`config.mk`:
```
export PLATFORM = sky130hd
export DESIGN_NAME = uart_rx_flat
export DESIGN_NICKNAME = d
export VERILOG_FILES = /design/src/rtl/uart_rx_if.sv /design/src/rtl/uart_rx.sv /design/src/flat_wrapper.sv
export SDC_FILE = /design/constraint.sdc
export NUM_CORES = 1
export LEC_CHECK = 0
export CAP_MARGIN = 20
export CORE_ASPECT_RATIO = 1.25
export CORE_MARGIN = 1
export CORE_UTILIZATION = 50
export DETAILED_ROUTE_END_ITERATION = 10
export PLACE_DENSITY_LB_ADDON = 0.05
export REMOVE_ABC_BUFFERS = 1
export SYNTH_ARGS = -nofsm -noshare
export SYNTH_HDL_FRONTEND = slang
export SYNTH_SLANG_ARGS = --single-unit
```
`constraint.sdc`:
```
create_clock -name clk -period 2.68 [get_ports clk]
set_clock_uncertainty 0.15 [all_clocks]
set_input_delay 0.268 -clock clk [delete_from_list [all_inputs] [get_ports clk]]
set_output_delay 0.268 -clock clk [all_outputs]
set_load 0.02 [all_outputs]
```
`src/rtl/uart_rx_if.sv`:
```
`timescale 1ns/1ps
// Received-byte stream between the UART receiver and its consumer.
// Latency: none, wires only.
// Backpressure: consumer drives rx_ready; a byte transfers when rx_valid & rx_ready.
interface uart_rx_if #(
  parameter int DATA_BITS = 8
);
  logic [DATA_BITS-1:0] rx_data;
  logic                 rx_valid;
  logic                 rx_ready;
  logic                 rx_frame_err;
  logic                 rx_parity_err;
  logic                 rx_overrun;

  // Receiver side: produces bytes and flags, observes ready.
  modport master (
    output rx_data, rx_valid, rx_frame_err, rx_parity_err, rx_overrun,
    input  rx_ready
  );

  // Consumer side: observes bytes and flags, drives ready.
  modport slave (
    input  rx_data, rx_valid, rx_frame_err, rx_parity_err, rx_overrun,
    output rx_ready
  );
endinterface

```
`src/rtl/uart_rx.sv`:
```
`timescale 1ns/1ps
// UART receiver, 16x oversampled with mid-bit sampling; optional parity via UART_RX_PARITY_EN.
// Latency: byte valid 1 clk after the stop-bit mid-sample (plus 2 clk input synchroniser).
// Backpressure: one-byte holding register; a frame completing while it is full is dropped and rx_overrun pulses.
module uart_rx #(
  parameter int CLK_DIV    = 4,
  parameter int DATA_BITS  = 8,
  parameter int PARITY_ODD = 0
) (
  input  logic clk,
  input  logic rst_n,
  input  logic rxd,
  output logic rx_busy,
  uart_rx_if.master rx_if
);

  localparam logic [2:0] S_IDLE   = 3'd0;
  localparam logic [2:0] S_START  = 3'd1;
  localparam logic [2:0] S_DATA   = 3'd2;
`ifdef UART_RX_PARITY_EN
  localparam logic [2:0] S_PARITY = 3'd3;
`endif
  localparam logic [2:0] S_STOP   = 3'd4;

  localparam logic [15:0] PRESC_MAX = 16'(CLK_DIV - 1);
  localparam logic [2:0]  BIT_LAST  = 3'(DATA_BITS - 1);

  // Input synchroniser; rxd is asynchronous to clk.
  logic rxd_m_q, rxd_s_q;

  // Receive FSM state.
  logic [2:0]           state_q, state_d;
  logic [15:0]          presc_q, presc_d;
  logic [3:0]           samp_q,  samp_d;
  logic [2:0]           bit_q,   bit_d;
  logic [DATA_BITS-1:0] shreg_q, shreg_d;
  logic                 armed_q, armed_d;
  logic                 done_q,  done_d;
  logic                 ferr_q,  ferr_d;
`ifdef UART_RX_PARITY_EN
  logic                 par_q,   par_d;
  logic                 pe_calc;
  logic                 pe_q,    pe_d;
`endif

  // Output holding register.
  logic [DATA_BITS-1:0] data_q, data_d;
  logic                 valid_q, valid_d;
  logic                 fe_q,    fe_d;
  logic                 ovr_q,   ovr_d;

  logic tick;
  logic mid;
  logic xfer;

  assign tick = (presc_q == PRESC_MAX);
  // 16th tick of a bit measured from the previous mid-bit point.
  assign mid  = tick && (samp_q == 4'd15);
  assign xfer = valid_q && rx_if.rx_ready;

`ifdef UART_RX_PARITY_EN
  assign pe_calc = ((^shreg_q) ^ par_q) != (PARITY_ODD != 0);
`endif

  // Two-flop synchroniser, idles high.
  always_ff @(posedge clk or negedge rst_n) begin
    if (!rst_n) begin
      rxd_m_q <= 1'b1;
      rxd_s_q <= 1'b1;
    end else begin
      rxd_m_q <= rxd;
      rxd_s_q <= rxd_m_q;
    end
  end

  // Next-state logic for prescaler, sample/bit counters and frame FSM.
  always_comb begin
    state_d = state_q;
    samp_d  = samp_q;
    bit_d   = bit_q;
    shreg_d = shreg_q;
    ferr_d  = ferr_q;
    done_d  = 1'b0;
`ifdef UART_RX_PARITY_EN
    par_d   = par_q;
`endif
    // A start edge is only taken after at least one clock of idle-high,
    // so a held-low line (break) yields a single frame.
    armed_d = (state_q == S_IDLE) && rxd_s_q;
    // Prescaler rests at 0 in IDLE, which aligns its phase to the start edge.
    if (state_q == S_IDLE) begin
      presc_d = 16'd0;
    end else if (tick) begin
      presc_d = 16'd0;
    end else begin
      presc_d = presc_q + 16'd1;
    end
    if (tick) begin
      samp_d = samp_q + 4'd1;
    end

    case (state_q)
      S_IDLE: begin
        samp_d = 4'd0;
        if (armed_q && !rxd_s_q) begin
          state_d = S_START;
        end
      end
      S_START: begin
        if (tick && samp_q == 4'd7) begin
          if (rxd_s_q) begin
            state_d = S_IDLE;
          end else begin
            state_d = S_DATA;
            samp_d  = 4'd0;
            bit_d   = 3'd0;
          end
        end
      end
      S_DATA: begin
        if (mid) begin
          shreg_d = {rxd_s_q, shreg_q[DATA_BITS-1:1]};
          bit_d   = bit_q + 3'd1;
          if (bit_q == BIT_LAST) begin
`ifdef UART_RX_PARITY_EN
            state_d = S_PARITY;
`else
            state_d = S_STOP;
`endif
          end
        end
      end
`ifdef UART_RX_PARITY_EN
      S_PARITY: begin
        if (mid) begin
          par_d   = rxd_s_q;
          state_d = S_STOP;
        end
      end
`endif
      S_STOP: begin
        // Return to IDLE at mid stop bit so back-to-back frames are caught.
        if (mid) begin
          ferr_d  = ~rxd_s_q;
          done_d  = 1'b1;
          state_d = S_IDLE;
        end
      end
      default: state_d = S_IDLE;
    endcase
  end

  // Output register: load completed frame, handle handshake and overrun.
  always_comb begin
    data_d  = data_q;
    valid_d = valid_q;
    fe_d    = fe_q;
    ovr_d   = 1'b0;
`ifdef UART_RX_PARITY_EN
    pe_d    = pe_q;
`endif
    if (done_q) begin
      if (!valid_q || xfer) begin
        data_d  = shreg_q;
        fe_d    = ferr_q;
        valid_d = 1'b1;
`ifdef UART_RX_PARITY_EN
        pe_d    = pe_calc;
`endif
      end else begin
        ovr_d = 1'b1;
      end
    end else if (xfer) begin
      valid_d = 1'b0;
    end
  end

  // State and datapath registers.
  always_ff @(posedge clk or negedge rst_n) begin
    if (!rst_n) begin
      state_q <= S_IDLE;
      presc_q <= 16'd0;
      samp_q  <= 4'd0;
      bit_q   <= 3'd0;
      shreg_q <= '0;
      armed_q <= 1'b0;
      done_q  <= 1'b0;
      ferr_q  <= 1'b0;
`ifdef UART_RX_PARITY_EN
      par_q   <= 1'b0;
      pe_q    <= 1'b0;
`endif
      data_q  <= '0;
      valid_q <= 1'b0;
      fe_q    <= 1'b0;
      ovr_q   <= 1'b0;
    end else begin
      state_q <= state_d;
      presc_q <= presc_d;
      samp_q  <= samp_d;
      bit_q   <= bit_d;
      shreg_q <= shreg_d;
      armed_q <= armed_d;
      done_q  <= done_d;
      ferr_q  <= ferr_d;
`ifdef UART_RX_PARITY_EN
      par_q   <= par_d;
      pe_q    <= pe_d;
`endif
      data_q  <= data_d;
      valid_q <= valid_d;
      fe_q    <= fe_d;
      ovr_q   <= ovr_d;
    end
  end

  assign rx_busy             = (state_q != S_IDLE);
  assign rx_if.rx_data       = data_q;
  assign rx_if.rx_valid      = valid_q;
  assign rx_if.rx_frame_err  = fe_q;
  assign rx_if.rx_overrun    = ovr_q;
`ifdef UART_RX_PARITY_EN
  assign rx_if.rx_parity_err = pe_q;
`else
  assign rx_if.rx_parity_err = 1'b0;
`endif

endmodule

```
`src/flat_wrapper.sv`:
```
// flat-port wrapper written by rule: the top's interface ports become plain ports
module uart_rx_flat 
#(
  parameter int CLK_DIV    = 4,
  parameter int DATA_BITS  = 8,
  parameter int PARITY_ODD = 0
)
  (clk, rst_n, rxd, rx_busy, rx_if_rx_data, rx_if_rx_valid, rx_if_rx_frame_err, rx_if_rx_parity_err, rx_if_rx_overrun, rx_if_rx_ready);
  uart_rx_if #(.DATA_BITS(DATA_BITS)) rx_if_i ();
  input  logic clk;
  input  logic rst_n;
  input  logic rxd;
  output logic rx_busy;
  output wire logic [$bits(rx_if_i.rx_data)-1:0] rx_if_rx_data;
  output wire logic [$bits(rx_if_i.rx_valid)-1:0] rx_if_rx_valid;
  output wire logic [$bits(rx_if_i.rx_frame_err)-1:0] rx_if_rx_frame_err;
  output wire logic [$bits(rx_if_i.rx_parity_err)-1:0] rx_if_rx_parity_err;
  output wire logic [$bits(rx_if_i.rx_overrun)-1:0] rx_if_rx_overrun;
  input wire logic [$bits(rx_if_i.rx_ready)-1:0] rx_if_rx_ready;
  assign rx_if_rx_data = rx_if_i.rx_data;
  assign rx_if_rx_valid = rx_if_i.rx_valid;
  assign rx_if_rx_frame_err = rx_if_i.rx_frame_err;
  assign rx_if_rx_parity_err = rx_if_i.rx_parity_err;
  assign rx_if_rx_overrun = rx_if_i.rx_overrun;
  assign rx_if_i.rx_ready = rx_if_rx_ready;
  uart_rx #(.CLK_DIV(CLK_DIV), .DATA_BITS(DATA_BITS), .PARITY_ODD(PARITY_ODD)) u_core (.clk(clk), .rst_n(rst_n), .rxd(rxd), .rx_busy(rx_busy), .rx_if(rx_if_i));
endmodule
```
# Word level (Yosys, flattened, before mapping)
# Cells that the tools add are included.
[word_totals]
ff_bits = 50
input_bits = 4
out_inout_bits = 13
wordCells = 74
[classes]
addsub = 3
n_eq_ne = 14
muxes = 24
bitwise_logic = 1
n_reduce_logical = 18
[ops]
columns = ["operator", "count"]
rows = [
  ["2-to-1 mux 16 bit", 2],
  ["2-to-1 mux 3 bit", 8],
  ["adder 16 x 1 -> 16 bit (second input constant)", 1],
  ["== test 16 x 2 -> 1 bit (second input constant)", 1],
  ["2-to-1 mux 4 bit", 3],
  ["case mux 3 bit (4 select lines)", 1],
  ["!= test 2 x 1 -> 1 bit (second input constant)", 4],
  ["case mux 4 bit (2 select lines)", 1],
  ["AND reduction 2 bit", 4],
  ["2-to-1 mux 1 bit", 7],
  ["== test 3 bit (second input constant)", 2],
  ["!= test 2 bit (second input constant)", 3],
  ["case mux 3 bit (2 select lines)", 1],
  ["logical AND 1 bit", 5],
  ["AND reduction 5 bit", 1],
  ["adder 4 x 1 -> 4 bit (second input constant)", 1],
  ["== test 4 x 3 -> 1 bit (second input constant)", 1],
  ["== test 4 bit (second input constant)", 1],
  ["AND reduction 4 bit", 1],
  ["nonzero test 2 bit", 2],
  ["adder 3 x 1 -> 3 bit (second input constant)", 1],
  ["== test 3 x 1 -> 1 bit (second input constant)", 1],
  ["== test 3 x 2 -> 1 bit (second input constant)", 1],
  ["logical NOT 3 bit", 1],
  ["5 further kinds", 6],
]

# Depth between registers and ports, before layout
[logic_depth]
word_depth = 5
depth_mapped = 7
ltp_nobuf = 5

# Worst setup path after synthesis
# No wires, ideal clock.
[synth_path]
kind = "register to register"
start = "register u_core.presc_q[0]"
end = "register u_core.shreg_q[0]"
setup_ns = 0.125
arrival_ns = 1.876
t_required_ns = 2.405
path_slack_ns = 0.529
stages_incl_launch_ff = 6
path_buffers = 0
period_less_slack_ns = 2.151
path_cell_list = "dfrtp_1 -> ha_1 -> nor4b_4 -> nand4_2 -> nor3_4 -> mux2_4"
[synth_between]
elab_chain_cells = 3
[synth_lines]
columns = ["element", "line_no", "text"]
rows = [
  ["start: declaration", "uart_rx.sv:33", "logic [15:0] presc_q, presc_d;"],
  ["start signal: assignment", "uart_rx.sv:199", "presc_q <= presc_d;"],
  ["== test 16 x 2 -> 1 bit", "uart_rx.sv:56", "assign tick = (presc_q == PRESC_MAX);"],
  ["logical AND 1 bit", "uart_rx.sv:58", "assign mid = tick && (samp_q == 4'd15);"],
  ["AND reduction 2 bit (no source line)", "--", ""],
  ["end signal: assignment", "uart_rx.sv:202", "shreg_q <= shreg_d;"],
  ["end: declaration", "uart_rx.sv:36", "logic [DATA_BITS-1:0] shreg_q, shreg_d;"],
]
# Every way passes these cells.
# A chain may end at the register's enable or synchronous reset.

# Worst setup path after layout
[layout_path]
start = "register u_core.presc_q[0]"
end = "register u_core.shreg_q[5]"
# The elaborated chain is that of the path after synthesis.

==> summary.txt <==
Placement
  • Placed insts: around 260
  • Post-DP HPWL: about 2800 um
  • Place WS: around 0.32 ns
  • DP Area: 2490 um2
  • GP Congestion: approximately 0.87
  • IO buf count: 15

Final layout
  • Filler Cell Count: 350
  • Post-layout instance area: ~2600 um2
  • Commonest non-fill, non-tap cell in the layout: dfrtp_1
  • Nets: about 220
  • Non-filler cells, final: about 270
  • Finished Core Util: around three fifths
  • Most frequent cells in the layout: 48 x dfrtp_1, 18 x nor2_1, 14 x clkdlybuf4s50_1, 10 x nand3_1, 10 x mux2_2
  • Share of cells above drive strength 1: roughly 18%
  • Antenna cells: 0
  • Area grow syn2layout: 14.4%

Global routing
  • Grt total ovfl: 0
  • First-pass GRT wire length: between 7000 and 8000 um
  • Number of global-route vias before repair: roughly 1500
  • Largest net degree at the start of global routing: 32
  • GRT Overall Usage: a little under a fifth
  • Initial antenna violation count: 0

Timing
  • Slack of the critical path: just over 0.3 ns
  • Fin crit period: roughly 2.4 ns
  • F_max: about 420 MHz
  • Fin crit share: 88.5%
  • Fin. max-slew vios: 0
  • Final Setup Violations: 0
  • Final Hold Vio Count: 0
  • Least-Margin Pin Slew: approximately 0.57 ns
  • RSZ-0062 raised after global routing: false
  • Slew HR: approximately three fifths
  • Fin Setup TNS: 0 ns

Logic synthesis
  • Post-synthesis cell count: between 150 and 200
  • Synth warn: 0
  • Syn Area/Cell: around 12 um2
  • Synth Area in Compound Gates: 4.71%
  • Post-Synthesis Cell Area: ~2300 um2
  • Count of cell types in the netlist: 45
  • Sequential cell area fraction in the yosys report: 54.9%
  • Post-Synth XOR/XNOR Area: under 10%
  • Combinational family with the most area after synthesis: simple AND/OR/NAND/NOR gates
  • Adder-cell share of the synthesized area: roughly 2.2%
  • Ys async rst share: 100%
  • Number of enable flip-flop cells after synthesis: 0
  • Multiplexer share of the synthesized area: between 10% and 20%
  • Post-Synth Simple-Gate Area: between 20% and 30%
  • Synth Flop Type: dfrtp_1
  • Flops & latches, synth: 50

Power
  • Pwr/cell area: 611 nW/um2
  • Leak: between 1 and 1.5 nW
  • Peak supply drop: just over 500 uV

CTS
  • H-tree Lvls: 2
  • Clk_lat worst skew: ~0.29 ns
  • Post-cts sizing count: 0
  • CTS max path bufs: 2
  • Clock sinks: 50
  • CTS root buffer: clkbuf_8
  • Hold-fix buffers, CTS: 1
  • TritonCTS Buffers: 5
  • CTS tree: built
  • Post-CTS setup buffers: 0
  • Worst-path clk slew: 0.09 ns

Routing
  • DR DRC count: 0
  • Antenna Nets Post-Route: 0
  • Via Count: about 1400
  • Routed WL per cell: roughly 14 um
  • Routed wire length: ~3900 um
  • Drt pass-1 iters: 4
  • DR iter-0 viols: 79
  • Vias per cell: approximately 5.4

Worst setup path
  • WP data arrival: around 2.4 ns
  • Critical Path Fanout Max: 9
  • Reg2reg path depth: 5
  • Critical path type: reg -> reg
  • Startpoint types: register
  • Crit path cell chain: ha_1 > nor4b_4 > nand4_2 > nor3_4 > mux2_4
  • Critical Path Max Stage Delay: a little under 0.6 ns
  • Required @ worst endpoint: about 2.7 ns
  • Slowest stage cell, crit path: nor3_4
  • CP endpoint kind: register

Floorplanning
  • Die area: slightly below 5000 um2
  • Core area: ~4400 um2
  • Row count: 27
  • Initial core utilization: 52.0%
  • Ports: 17
  • Die height: 77.5 um
  • Die X: between 60 and 70 um

Status
  • Outcome: complete, no violations

Worst hold path
  • Hold WC Path Type: reg -> reg
  • Worst Hold Depth: 0

Run
  • Max Cap Viol: 0
[critical path: cells and delay by family (launching register included)]
family                     cells  cell delay [ns]
muxes                          1             0.35
DFF                            1             0.43
and+or+nand+nor                3             1.05
adders and majority gates      1             0.30
[cell usage after synthesis (4+ instances only)]
master / instances / area [um2]
dfrtp_1: 48 / 1200
nor2_1: 18 / 67.6
mux2_2: 10 / 113
nand3_1: 10 / 50.1
xor2_1: 9 / 78.8
mux2_4: 8 / 120
nand2_1: 7 / 26.3
or3_1: 7 / 43.8
a21oi_1: 5 / 25.0
o21ai_0: 5 / 25.0
ha_1: 4 / 50.1
nand4_1: 4 / 25.0
xnor2_1: 4 / 35.0
[worst paths after layout]
kind	end	slack [ns]	start
max in group asynchronous	u_core.rxd_m_q	1.29	rst_n
max reg2reg	u_core.shreg_q[5]	0.31	u_core.presc_q[0]
min	u_core.rxd_s_q	0.21	u_core.rxd_m_q
min reg2reg	u_core.rxd_s_q	0.21	u_core.rxd_m_q
min in group asynchronous	u_core.rx_if.rx_data[2]	0.29	rst_n
max	u_core.shreg_q[5]	0.31	u_core.presc_q[0]
[layer usage]
metal	track usage, %	share of wire, %	vias up
li1	-	-	711
met2	31.5	51	22
met4	6.74	1.9	0
met3	3.53	2.3	7
met1	23.8	45	706
met5	0	0	-
[registers in the layout (all words and copies together), names as in the netlist, 3 cells and up]
name / cells
u_core.bit_q: 3
u_core.presc_q: 16
u_core.rx_if.rx_data: 8
u_core.samp_q: 4
u_core.shreg_q: 8
u_core.state_q: 3
[power breakdown]
group	leakage (nW)	internal (W)	switching, W
clock network	0.0514	0.000278	0.000235
logic	0.450	0.0000895	0.000131
registers	0.681	0.000800	0.0000618
[logic make-up (layout without fill, tap and decap cells)]
logic type / after synthesis / after routing
AO/OA/AOI/OAI: 17 / 17
XOR/XNOR: 13 / 13
adder cells (fa/ha/maj): 4 / 4
buffers and inverters: 8 / 30
flip-flops: 50 / 50
multiplexers: 20 / 20
other: 1 / 1
AND/OR/NAND/NOR: 74 / 74
[stage by stage]
stage                     hold slack (ns)  power [W]
after global placement             0.0803    0.00109
after floorplan                    -0.178    0.00101
after CTS                           0.210    0.00161
after global routing                0.212    0.00168
after detailed placement            0.104    0.00110
final                               0.209    0.00160
[cell type report]
| class | instances | area, um2 | area share (%) |
|---|---|---|---|
| inverters | 3 | 11.3 | 0.431 |
| clock inverters | 2 | 37.5 | 1.44 |
| well taps | 58 | 72.6 | 2.78 |
| repair buffers | 19 | 178 | 6.80 |
| flip-flops and latches | 50 | 1250 | 48.0 |
| multi-input cells | 129 | 986 | 37.8 |
| clock buffers | 6 | 72.6 | 2.78 |
Power figures use the tool's default switching activity.
